===== config.mk =====
export PLATFORM = sky130hd
export DESIGN_NAME = lcd_message_scheduler_flat
export DESIGN_NICKNAME = d
export VERILOG_FILES = /design/src/rtl/lcd_message_scheduler_if.sv /design/src/rtl/lcd_message_scheduler.sv /design/src/flat_wrapper.sv
export SDC_FILE = /design/constraint.sdc
export NUM_CORES = 1
export LEC_CHECK = 0
export ABC_AREA = 0
export BUFFER_PORTS_ARGS = -buffer_cell sky130_fd_sc_hd__buf_2
export CAP_MARGIN = 25
export CORE_ASPECT_RATIO = 0.8
export CORE_MARGIN = 2
export CORE_UTILIZATION = 40
export CTS_BUF_LIST = sky130_fd_sc_hd__clkbuf_16
export DETAILED_ROUTE_END_ITERATION = 8
export PLACE_DENSITY = 0.68
export SLEW_MARGIN = 20
export SYNTH_ARGS = -nofsm -noshare
export SYNTH_HDL_FRONTEND = slang
export SYNTH_SLANG_ARGS = --single-unit

===== constraint.sdc =====
create_clock -name clk -period 1.86 [get_ports clk]
set_input_delay 0.372 -clock clk [delete_from_list [all_inputs] [get_ports clk]]
set_output_delay 0.372 -clock clk [all_outputs]
set_load 0.01 [all_outputs]

===== src/rtl/lcd_message_scheduler_if.sv =====
// Requester and LCD-driver signals shared with lcd_message_scheduler.
// The scheduler uses the slave modport; the master modport is the requesters plus driver side.
interface lcd_message_scheduler_if #(
    parameter int MSG_CHARS = 16
);
    logic                   req0;
    logic [8*MSG_CHARS-1:0] msg0;
    logic                   ack0;
    logic                   req1;
    logic [8*MSG_CHARS-1:0] msg1;
    logic                   ack1;
    logic                   lcd_ready;
    logic [7:0]             lcd_char;
    logic                   lcd_write_char;
    logic                   lcd_home;
    logic                   busy;
    logic                   done;
    logic                   done_id;

    modport master (
        output req0, msg0, req1, msg1, lcd_ready,
        input  ack0, ack1, lcd_char, lcd_write_char, lcd_home, busy, done, done_id
    );

    modport slave (
        input  req0, msg0, req1, msg1, lcd_ready,
        output ack0, ack1, lcd_char, lcd_write_char, lcd_home, busy, done, done_id
    );
endinterface


===== src/rtl/lcd_message_scheduler.sv =====
// Round-robin arbiter between two 16-char message sources feeding one LCD driver:
// captures the granted message, then issues home followed by one writeChar per character.
module lcd_message_scheduler #(
    parameter int MSG_CHARS = 16
) (
    input  logic                    clk,
    input  logic                    rst_n,
    lcd_message_scheduler_if.slave  bus
);
    localparam int W  = 8 * MSG_CHARS;
    localparam int IW = $clog2(MSG_CHARS + 1);
    localparam logic [IW-1:0] IDX_LAST = IW'(MSG_CHARS);

    typedef enum logic [2:0] {IDLE, HOME, HOME_WAIT, CHAR, CHAR_WAIT, DONE} state_t;

    state_t          state_reg, state_next;
    logic [W-1:0]    shift_reg, shift_next;
    logic [IW-1:0]   idx_reg, idx_next;
    logic            last_reg, last_next;
    logic            grant_reg, grant_next;
    logic            seen_low_reg, seen_low_next;
    logic            ack0_reg, ack0_next;
    logic            ack1_reg, ack1_next;
    logic            home_reg, home_next;
    logic            write_reg, write_next;
    logic [7:0]      char_reg, char_next;
    logic            busy_reg, busy_next;
    logic            done_reg, done_next;
    logic            done_id_reg, done_id_next;
    logic            pick;
    logic [7:0]      head_char;

    // Non-printable bytes go out as a space.
    function automatic logic [7:0] printable(input logic [7:0] b);
        return (b < 8'h20 || b > 8'h7E) ? 8'h20 : b;
    endfunction

    assign head_char = printable(shift_reg[W-1 -: 8]);

    always_ff @(posedge clk or negedge rst_n) begin
        if (!rst_n) begin
            state_reg    <= IDLE;
            shift_reg    <= '0;
            idx_reg      <= '0;
            last_reg     <= 1'b1;
            grant_reg    <= 1'b0;
            seen_low_reg <= 1'b0;
            ack0_reg     <= 1'b0;
            ack1_reg     <= 1'b0;
            home_reg     <= 1'b0;
            write_reg    <= 1'b0;
            char_reg     <= 8'h20;
            busy_reg     <= 1'b0;
            done_reg     <= 1'b0;
            done_id_reg  <= 1'b0;
        end else begin
            state_reg    <= state_next;
            shift_reg    <= shift_next;
            idx_reg      <= idx_next;
            last_reg     <= last_next;
            grant_reg    <= grant_next;
            seen_low_reg <= seen_low_next;
            ack0_reg     <= ack0_next;
            ack1_reg     <= ack1_next;
            home_reg     <= home_next;
            write_reg    <= write_next;
            char_reg     <= char_next;
            busy_reg     <= busy_next;
            done_reg     <= done_next;
            done_id_reg  <= done_id_next;
        end
    end

    always_comb begin
        state_next    = state_reg;
        shift_next    = shift_reg;
        idx_next      = idx_reg;
        last_next     = last_reg;
        grant_next    = grant_reg;
        seen_low_next = seen_low_reg;
        ack0_next     = 1'b0;
        ack1_next     = 1'b0;
        home_next     = 1'b0;
        write_next    = 1'b0;
        char_next     = char_reg;
        busy_next     = busy_reg;
        done_next     = 1'b0;
        done_id_next  = done_id_reg;
        pick          = (bus.req0 && bus.req1) ? ~last_reg : bus.req1;

        case (state_reg)
            IDLE: begin
                if (bus.lcd_ready && (bus.req0 || bus.req1)) begin
                    grant_next = pick;
                    last_next  = pick;
                    shift_next = pick ? bus.msg1 : bus.msg0;
                    ack0_next  = ~pick;
                    ack1_next  = pick;
                    busy_next  = 1'b1;
                    home_next  = 1'b1;
                    idx_next   = '0;
                    state_next = HOME;
                end
            end
            HOME: begin
                seen_low_next = 1'b0;
                state_next    = HOME_WAIT;
            end
            HOME_WAIT, CHAR_WAIT: begin
                // Wait for ready to fall before trusting a high level; the driver lags a cycle.
                if (!seen_low_reg) begin
                    if (!bus.lcd_ready)
                        seen_low_next = 1'b1;
                end else if (bus.lcd_ready) begin
                    if (state_reg == CHAR_WAIT && idx_reg == IDX_LAST) begin
                        done_next    = 1'b1;
                        done_id_next = grant_reg;
                        busy_next    = 1'b0;
                        state_next   = DONE;
                    end else begin
                        write_next = 1'b1;
                        char_next  = head_char;
                        shift_next = shift_reg << 8;
                        idx_next   = idx_reg + IW'(1);
                        state_next = CHAR;
                    end
                end
            end
            CHAR: begin
                seen_low_next = 1'b0;
                state_next    = CHAR_WAIT;
            end
            DONE: begin
                state_next = IDLE;
            end
            default: begin
                state_next = IDLE;
            end
        endcase
    end

    assign bus.ack0           = ack0_reg;
    assign bus.ack1           = ack1_reg;
    assign bus.lcd_home       = home_reg;
    assign bus.lcd_write_char = write_reg;
    assign bus.lcd_char       = char_reg;
    assign bus.busy           = busy_reg;
    assign bus.done           = done_reg;
    assign bus.done_id        = done_id_reg;
endmodule

===== src/flat_wrapper.sv =====
// flat-port wrapper written by rule: the top's interface ports become plain ports
module lcd_message_scheduler_flat 
#(
    parameter int MSG_CHARS = 16
)
  (clk, rst_n, bus_req0, bus_msg0, bus_req1, bus_msg1, bus_lcd_ready, bus_ack0, bus_ack1, bus_lcd_char, bus_lcd_write_char, bus_lcd_home, bus_busy, bus_done, bus_done_id);
  lcd_message_scheduler_if #(.MSG_CHARS(MSG_CHARS)) bus_i ();
  input  logic clk;
  input  logic rst_n;
  input wire logic [$bits(bus_i.req0)-1:0] bus_req0;
  input wire logic [$bits(bus_i.msg0)-1:0] bus_msg0;
  input wire logic [$bits(bus_i.req1)-1:0] bus_req1;
  input wire logic [$bits(bus_i.msg1)-1:0] bus_msg1;
  input wire logic [$bits(bus_i.lcd_ready)-1:0] bus_lcd_ready;
  output wire logic [$bits(bus_i.ack0)-1:0] bus_ack0;
  output wire logic [$bits(bus_i.ack1)-1:0] bus_ack1;
  output wire logic [$bits(bus_i.lcd_char)-1:0] bus_lcd_char;
  output wire logic [$bits(bus_i.lcd_write_char)-1:0] bus_lcd_write_char;
  output wire logic [$bits(bus_i.lcd_home)-1:0] bus_lcd_home;
  output wire logic [$bits(bus_i.busy)-1:0] bus_busy;
  output wire logic [$bits(bus_i.done)-1:0] bus_done;
  output wire logic [$bits(bus_i.done_id)-1:0] bus_done_id;
  assign bus_i.req0 = bus_req0;
  assign bus_i.msg0 = bus_msg0;
  assign bus_i.req1 = bus_req1;
  assign bus_i.msg1 = bus_msg1;
  assign bus_i.lcd_ready = bus_lcd_ready;
  assign bus_ack0 = bus_i.ack0;
  assign bus_ack1 = bus_i.ack1;
  assign bus_lcd_char = bus_i.lcd_char;
  assign bus_lcd_write_char = bus_i.lcd_write_char;
  assign bus_lcd_home = bus_i.lcd_home;
  assign bus_busy = bus_i.busy;
  assign bus_done = bus_i.done;
  assign bus_done_id = bus_i.done_id;
  lcd_message_scheduler #(.MSG_CHARS(MSG_CHARS)) u_core (.clk(clk), .rst_n(rst_n), .bus(bus_i));
endmodule

Word-level counts from Yosys, hierarchy flattened:

Cells that the tools add are included.

* flip-flop bits (word level): 154
* logic and storage cells: 86

* add/subtract/negate cells: 1
* magnitude comparators: 2
* equality and inequality tests: 10
* mux-type cells: 40
* bitwise logic cells: 3
* reductions and logical operators: 16

Operator list (count)
* $mux W128: 5
* $pmux W128 S2: 1
* $mux W1: 21
* $mux W5: 4
* $mux W3: 4
* $pmux W3 S4: 1
* $pmux W5 S2: 1
* $reduce_and A5 Y1: 2
* $gt A8 B7 Y1 const B: 1
* $lt A8 B6 Y1 const B: 1
* $mux W8: 1
* $reduce_and A4 Y1: 2
* $eq A3 B2 Y1 const B: 2
* $ne A2 B1 Y1 const B: 3
* $add A5 B1 Y5 const B: 1
* $eq A5 B5 Y1 const B: 1
* $ne A2 B2 Y1 const B: 2
* $pmux W1 S2: 2
* $reduce_bool A2 Y1: 2
* $reduce_or A2 Y1: 2
* $eq A3 B1 Y1 const B: 1
* $eq A3 B3 Y1 const B: 1
* $logic_and A1 B1 Y1: 3
* $logic_not A3 Y1: 1
* 4 further kinds: 7

Logic depth before layout (Yosys ltp):

Gate-level depths: netlist (run 1).

* word-level depth: 6
* depth in mapped cells: 8

Worst setup path before layout (run 1):

OpenSTA, ideal clock, no wires.

* kind: reg-to-reg
* from: reg u_core.idx_reg[0]
* to: reg u_core.shift_reg[100]
* arrival time: 1.805 ns
* required time: 1.735 ns
* slack: -0.070 ns
* stages on the path, launching flop included: 9
* buffers on the path: 2
* cells stage by stage: dfrtp_1 > inv_1 > ha_1 > nand4bb_1 > nor3b_2 > a21oi_1 > buf_6 > buf_6 > mux2_4

* word-level cells in the longest chain between the ends: 4

RTL lines
* start: declaration: RTL line lcd_message_scheduler.sv:18 `logic [IW-1:0] idx_reg, idx_next;`
* start signal: assignment: RTL line lcd_message_scheduler.sv:59 `idx_reg <= idx_next;`
* $eq A5 B5 Y1: RTL line lcd_message_scheduler.sv:115 `if (state_reg == CHAR_WAIT && idx_reg == IDX_LAST) begin`
* $logic_and A1 B1 Y1: RTL line lcd_message_scheduler.sv:115
* $ne A2 B2 Y1 (no source line)
* $reduce_and A5 Y1 (no source line)
* end signal: assignment: RTL line lcd_message_scheduler.sv:58 `shift_reg <= shift_next;`
* end: declaration: RTL line lcd_message_scheduler.sv:17 `logic [W-1:0] shift_reg, shift_next;`

No other way between the ends.
A chain may end at the register's enable or synchronous reset.

Final worst setup path (run 1):

* from: reg u_core.state_reg[1]
* to: reg u_core.shift_reg[85]

* word-level cells in the longest chain between the ends: 4
* elaborated cells between the ends (all ways): 12
* classes of those cells: eq/ne (6); mux (1); reduce/logical (5)

RTL lines
* start: declaration: RTL line lcd_message_scheduler.sv:16 `state_t state_reg, state_next;`
* start signal: assignment: RTL line lcd_message_scheduler.sv:57 `state_reg <= state_next;`
* $eq A3 B2 Y1 / $eq A3 B3 Y1 (equally long branches): RTL line lcd_message_scheduler.sv:91, lcd_message_scheduler.sv:115
* $reduce_or A2 Y1 / $logic_and A1 B1 Y1 (equally long branches): RTL line lcd_message_scheduler.sv:91, lcd_message_scheduler.sv:115
* $ne A2 B1 Y1 (no source line), or another cell as far along
* $reduce_and A5 Y1 (no source line)

Several ways; a longest one is shown, not always the timed one.

==> results.sh, run 1 <==
export IMPL_ys_flop_type="dfrtp_1"
export IMPL_clock_buffer_depth=2
export IMPL_postSynthRegisterBits=154
export IMPL_power_share_switching=0.387
export IMPL_cts_htree_levels=4
export IMPL_detail_route_iter0_violations=540
export IMPL_grt_overflow=0
export IMPL_place_detailed_hpwl_mm=17.4
export IMPL_hold_path_cell_count=3
export IMPL_finish_net_count=1467
export IMPL_violations_in_the_final_reports="negative setup slack"
export IMPL_worst_r2r_cell_count=7
export IMPL_critical_path_reg2reg_startpoint="u_core.state_reg[1]"
export IMPL_met3RoutedLength_mm=1.32
export IMPL_route_vias_total=7811
export IMPL_slew_viol_final=0
export IMPL_area_delta_synth_final_pct=34.7
export IMPL_critical_path_startpoint_type="register"
export IMPL_share_seq_of_total_power=0.259
export IMPL_worst_setup_path_type="register to register"
export IMPL_grt_antenna_before_repair=2
export IMPL_largest_register_ffs=128
export IMPL_fin_setup_tns_ns=-6.43
export IMPL_die_w_um=168
export IMPL_worst_hold_startpoint="bus_msg1[6]"
export IMPL_wire_per_inst_um=16.8
export IMPL_hold_viol_final=0
export IMPL_hp_class="input pin to register"
export IMPL_outcome="finished, violations left"
export IMPL_yosys_warnings=0
export IMPL_synth_async_reset_ratio=1.00
export IMPL_final_cell_area_um2=11700
export IMPL_gp_routability_congestion=0.848
export IMPL_synthDominantCellAreaShare=0.440
export IMPL_tritoncts="built"
export IMPL_finalSetupViolations=119
export IMPL_grtUsageTotal=0.213
export IMPL_power_leakage_nw=5.82
export IMPL_final_cell_count_no_fill=1491
export IMPL_synthTopCellsByArea="dfrtp_1 (44%), mux2_4 (16%), a21oi_1 (14%), nor2_1 (5.5%), nand2_1 (5.4%)"
export IMPL_synth_cell_types=41
export IMPL_grt_start_max_net_pins=56
export IMPL_synth_largest_area_cell="dfrtp_1"
export IMPL_cts_buffers_inserted=17
export IMPL_synth_edf_count=0
export IMPL_power_share_combinational=0.588
export IMPL_post_place_cells=1446
export IMPL_cts_sinks=154
export IMPL_max_slew_margin=0.777
export IMPL_unrepaired_setup_endpoints_after_global_routing="true"
export IMPL_post_dp_cell_area_um2=10700
export IMPL_synthCells=917
export IMPL_max_cap_viol_count=0
export IMPL_worst_hold_margin_ns=0.252
export IMPL_design_die_area_um2=22800
export IMPL_end_kind="register"
export IMPL_floorplan_rows=48
export IMPL_p_int_mw=14.5
export IMPL_max_freq_mhz=507
export IMPL_worstMarginPinSlew_ns=0.334
export IMPL_number_of_vias_per_cell_after_detailed_routing=5.24
export IMPL_cp_required_ns=2.16
export IMPL_die_h_um=136
export IMPL_worstReg2RegEnd="u_core.shift_reg[85]"
export IMPL_power_density_cell_area_nw_per_um2=2030
export IMPL_seq_area_frac_synth=0.446
export IMPL_route_top_layer_used="met5"
export IMPL_num_io_pins=276
export IMPL_clk_transition_reported_paths_ns=0.06
export IMPL_grt_pass1_wl_mm=38.4
export IMPL_met2_wirelength_mm=11.3
export IMPL_worst_ep_arrival_time_ns=2.27
export IMPL_finClkSkew_ns=0.0153
export IMPL_max_ir_drop_vdd_mv=0.844
export IMPL_finalCritPeriodShare=1.06
export IMPL_first_global_vias=7455
export IMPL_syn_cell_area_um2=8650
export IMPL_latest_clock_arrival_within_the_worst_skew_pair_ns=0.42
export IMPL_final_min_clock_period_ns=1.97
export IMPL_worstHoldEndpoint="u_core.shift_reg[6]"
export IMPL_r2r_slack_ns=-0.11
export IMPL_portBuffers=275
export IMPL_first_pass_iters=5
export IMPL_crit_path_max_fanout=6
export IMPL_post_route_cells_drive_above_1_share=0.422
export IMPL_drt_wl_total_mm=25.1
export IMPL_final_setup_worst_slack_ns=-0.111
export IMPL_final_antenna_net_count=0
export IMPL_cts_root_buffer_cell="clkbuf_16"
export IMPL_nFillCells=1916
export IMPL_power_switching_mw=9.18
export IMPL_synth_area_per_cell_um2=9.44
export IMPL_post_route_drc_count=0
export IMPL_starting_utilization_of_the_core_area=0.405
export IMPL_power_clock_fraction=0.153
export IMPL_postSynthNetCount=1180
export IMPL_wirelength_met1_mm=12.1
export IMPL_fp_coreArea_um2=21400
## cell type report
type | count | area, um2 | area share
inverter | 6 | 22.5 | 0.00193
tap | 275 | 344 | 0.0295
timing repair buffer | 340 | 2260 | 0.194
sequential | 154 | 3860 | 0.331
clock buffer | 17 | 425 | 0.0365
antenna | 1 | 2.50 | 0.000215
multi-input combinational | 685 | 4570 | 0.392
clock inverter | 13 | 179 | 0.0153
## power by group through the flow
| stage | clock, mW | sequential, mW | combinational, mW |
|---|---|---|---|
| after detailed placement | 0 | 6.12 | 12.8 |
| after global placement | 0 | 6.12 | 12.5 |
| after CTS | 3.68 | 6.10 | 13.2 |
| after global routing | 3.82 | 6.32 | 15.2 |
| final | 3.62 | 6.15 | 13.9 |
| after floorplan | 0 | 5.82 | 9.32 |
## cell usage in the layout, fill, tap and decap left out, types with 3 or more instances in the layout
cell,instances
buf_2,274
a21oi_1,235
dfrtp_1,152
nor2_1,127
nand2_1,124
mux2_4,90
mux2_2,32
buf_4,31
clkbuf_16,23
buf_12,17
a21oi_2,9
buf_6,9
mux2i_1,8
o2bb2ai_1,8
inv_1,7
o21ai_0,7
a22o_1,6
bufinv_16,4
or3_1,3
nand4_1,3
a21o_1,3
## worst max path at each step
| stage | cells past startpoint | endpoint | slack (ns) | start |
|---|---|---|---|---|
| 4_1_cts | 7 | u_core.shift_reg[44] | -0.12 | u_core.state_reg[1] |
| 6_report | 7 | u_core.shift_reg[85] | -0.11 | u_core.state_reg[1] |
| 3_5_place_dp | 6 | u_core.shift_reg[95] | -0.13 | bus_req0 |
| 5_1_grt | 7 | u_core.shift_reg[85] | -0.15 | u_core.state_reg[1] |
| 3_3_place_gp | 6 | u_core.shift_reg[98] | -0.11 | bus_req0 |
| 2_1_floorplan | 7 | u_core.shift_reg[100] | 0.003 | u_core.state_reg[1] |
## logic make-up (layout without fill, tap and decap cells)
| logic type | count (synthesis) | count (layout) | share of synthesized area |
|---|---|---|---|
| AOI/OAI and AO/OA | 278 | 278 | 0.172 |
| and+or+nand+nor | 272 | 272 | 0.126 |
| DFF | 154 | 154 | 0.446 |
| muxes | 130 | 130 | 0.207 |
| buffers and inverters | 78 | 376 | 0.0440 |
| xor gates and xnor gates | 3 | 3 | 0.00304 |
| adders and majority gates | 2 | 2 | 0.00289 |
| other | 0 | 1 | 0 |
## cell usage after synthesis (2+ instances only)
master,number
mux2i_1,8
a21o_1,3
a21oi_1,245
o21ai_0,7
nor2_1,127
mux2_4,90
mux2_2,32
nor3_1,4
xnor2_1,2
o2bb2ai_1,8
nand4_1,3
dfstp_2,2
clkbuf_1,51
nand2b_1,2
buf_2,7
inv_1,6
nor2b_1,3
buf_1,3
nand2_1,124
dfrtp_1,152
buf_6,10
ha_1,2
or3_1,3
a22o_1,6
## what timing repair did
action | in CTS | in global routing
pin swaps | 2 | 4
resized for setup | 9 | 19
endpoints found under the hold margin | 29 | 0
buffers inserted | 5 | 0
gates cloned | 1 | 7
setup endpoints to repair | 125 | 126
hold buffers | 1 | 0
## per-stage QoR
step | utilization | power [mW] | worst slack [ns]
after detailed placement | 0.500 | 18.9 | -0.126
after global placement | 0.500 | 18.7 | -0.113
after global routing | 0.545 | 25.3 | -0.155
final | 0.545 | 23.7 | -0.111
after CTS | 0.533 | 22.9 | -0.116
after floorplan | - | 15.1 | 0.00308
## routing by layer
layer / up-vias / track usage
met2: 284 / 0.331
met3: 25 / 0.0362
met5: - / 0
met1: 3758 / 0.310
met4: 2 / 0.0536
li1: 3742 / -
## worst max-delay path, stage by stage (launching register included)
cell	delay (ns)
dfrtp_1	0.40
or3b_4	0.40
nor3b_4	0.24
a21oi_4	0.05
buf_6	0.14
clkbuf_16	0.16
clkbuf_16	0.16
mux2_4	0.29
Note: power is estimated with default switching activity, not from simulation.
==> inputs of run 2 (changes only) <==
Settings changed: PLACE_DENSITY 0.68 to 0.76, RECOVER_POWER from default to 100.
Clock period 1.86 ns to 1.9 ns, I/O delays scaled along.
==> results.sh, run 2 (synthesis results as in run 1) <==
export IMPL_report_power_total_mw=22.2
export IMPL_nFillCells=1960
export IMPL_cts_sinks=154
export IMPL_commonest_non_fill_non_tap_cell_in_the_layout="buf_2"
export IMPL_max_ir_drop_vdd_mv=0.955
export IMPL_finalSetupViolations=106
export IMPL_multi_input_comb_area_um2=4600
export IMPL_hp_class="input pin to register"
export IMPL_die_w_um=168
export IMPL_cp_num_cells=9
export IMPL_grt_overflow=0
export IMPL_power_density_cell_area_nw_per_um2=1940
export IMPL_cp_required_ns=2.20
export IMPL_wire_per_inst_um=16.9
export IMPL_grt_antenna_before_repair=0
export IMPL_end_kind="register"
export IMPL_first_global_vias=7700
export IMPL_crit_path_max_fanout=7
export IMPL_detail_route_iter0_violations=500
export IMPL_critical_path_startpoint_type="register"
export IMPL_max_cap_viol_count=0
export IMPL_number_of_vias_per_cell_after_detailed_routing=5.26
export IMPL_grt_pass1_wl_mm=39.6
export IMPL_final_cell_count_no_fill=1483
export IMPL_post_route_cells_drive_above_1_share=0.396
export IMPL_worstMarginPinSlew_ns=1.25
export IMPL_fin_setup_tns_ns=-6.20
export IMPL_unrepaired_setup_endpoints_after_global_routing="true"
export IMPL_starting_utilization_of_the_core_area=0.405
export IMPL_route_vias_total=7802
export IMPL_final_min_clock_period_ns=2.01
export IMPL_gp_routability_congestion=0.899
export IMPL_hold_viol_final=0
export IMPL_clk_transition_reported_paths_ns=0.07
export IMPL_place_ws_ns=-0.204
export IMPL_outcome="finished, violations left"
export IMPL_tritoncts="built"
export IMPL_final_antenna_net_count=0
export IMPL_largest_register_ffs=128
export IMPL_floorplan_rows=48
export IMPL_cts_htree_levels=4
export IMPL_worst_ep_arrival_time_ns=2.32
export IMPL_violations_in_the_final_reports="negative setup slack"
export IMPL_num_io_pins=276
export IMPL_hold_path_cell_count=3
export IMPL_cp_slowest_cell="dfrtp_1"
export IMPL_fp_coreArea_um2=21400
export IMPL_worst_hold_margin_ns=0.264
export IMPL_clock_buffer_depth=2
export IMPL_first_pass_iters=5
export IMPL_worst_setup_path_type="register to register"
export IMPL_finalCritPeriodShare=1.06
export IMPL_path_buf_inv=4
export IMPL_final_cell_area_um2=11400
export IMPL_crit_path_cell_trace="inv_1 -> ha_2 -> nand4bb_4 -> nor3b_4 -> a21oi_4 -> buf_8 -> buf_12 -> buf_12 -> mux2_2"
export IMPL_cts_buffers_inserted=17
export IMPL_final_cell_mix="buf_2 (260), a21oi_1 (244), dfrtp_1 (152)"
export IMPL_max_freq_mhz=497
export IMPL_critical_path_top_delay_family="buffers and inverters"
export IMPL_crit_path_max_incr_delay_ns=0.38
export IMPL_post_dp_cell_area_um2=10600
export IMPL_finClkSkew_ns=0.0129
export IMPL_slew_viol_final=0
export IMPL_worst_path_most_repeated_cell="buf_12"
export IMPL_post_place_cells=1438
export IMPL_grt_start_max_net_pins=72
export IMPL_drt_wl_total_mm=25.1
export IMPL_cts_root_buffer_cell="clkbuf_16"
export IMPL_final_setup_worst_slack_ns=-0.114
export IMPL_portBuffers=275
export IMPL_power_leakage_nw=5.73
export IMPL_worst_r2r_cell_count=9
export IMPL_finish_net_count=1458
export IMPL_post_route_drc_count=0
export IMPL_max_slew_margin=0.170
export IMPL_die_h_um=136
export IMPL_post_route_util=0.535
export IMPL_grtUsageTotal=0.219
export IMPL_antenna_diode_count=0
export IMPL_latest_clock_arrival_within_the_worst_skew_pair_ns=0.42
export IMPL_design_die_area_um2=22800
export IMPL_place_detailed_hpwl_mm=17.5
export IMPL_final_seq_area_um2=3860
export IMPL_area_delta_synth_final_pct=32.2
==> run 2: cell count changes in the layout (fill, tap and decap cells not counted), moves of 9 or more <==
cell      delta
mux2_2      -20
mux2_4      +20
clkbuf_1    +16
buf_2       -14
a21oi_1      +9
a21oi_2      -9
==> run 2: repair_timing <==
item	4_1_cts	5_1_grt
pin swaps	0	2
hold buffers	1	0
gates cloned	3	2
endpoints found under the hold margin	42	0
endpoints found under the setup margin	122	127
setup buffers	4	3
gates resized for setup	9	28
==> run 2: worst min-delay path, delay by kind of cell <==
kind / cells / cell delay, ns
compound gates: 1 / 0.13
mux: 1 / 0.06
buf+inv: 1 / 0.07
==> run 2: layout make-up <==
class,count,area share
Inverter,6,0.00197
Multi-Input combinational cell,685,0.402
Clock inverter,15,0.00897
Tap cell,275,0.0301
Clock buffer,17,0.0372
Sequential cell,154,0.337
Timing Repair Buffer,331,0.182
==> run 2: metal layers <==
metal	global-route usage	wire, um	share of wire	vias up
li1	-	-	-	3726
met1	0.307	11800	0.47	3757
met2	0.350	11600	0.46	297
met3	0.0391	1430	0.057	22
met4	0.0589	252	0.010	0
met5	0	0	0	-
==> run 2: final timing paths <==
kind / startpoint / endpoint / slack (ns)
worst min-delay path: bus_msg1[1] / u_core.shift_reg[1] / 0.26
worst max-delay path: u_core.idx_reg[1] / u_core.shift_reg[53] / -0.11
worst max register to register: u_core.idx_reg[1] / u_core.shift_reg[53] / -0.11
max in group asynchronous: rst_n / u_core.last_reg / 0.21
worst min register to register: u_core.shift_reg[7] / u_core.shift_reg[7] / 0.49
min in group asynchronous: rst_n / u_core.shift_reg[2] / 0.77
==> run 2: power by group <==
part	internal, mW	total, mW	switching, mW	leakage, nW
Clock	1.67	3.06	1.40	0.264
Sequential	4.97	6.03	1.06	1.83
Combinational	6.69	13.1	6.44	3.64
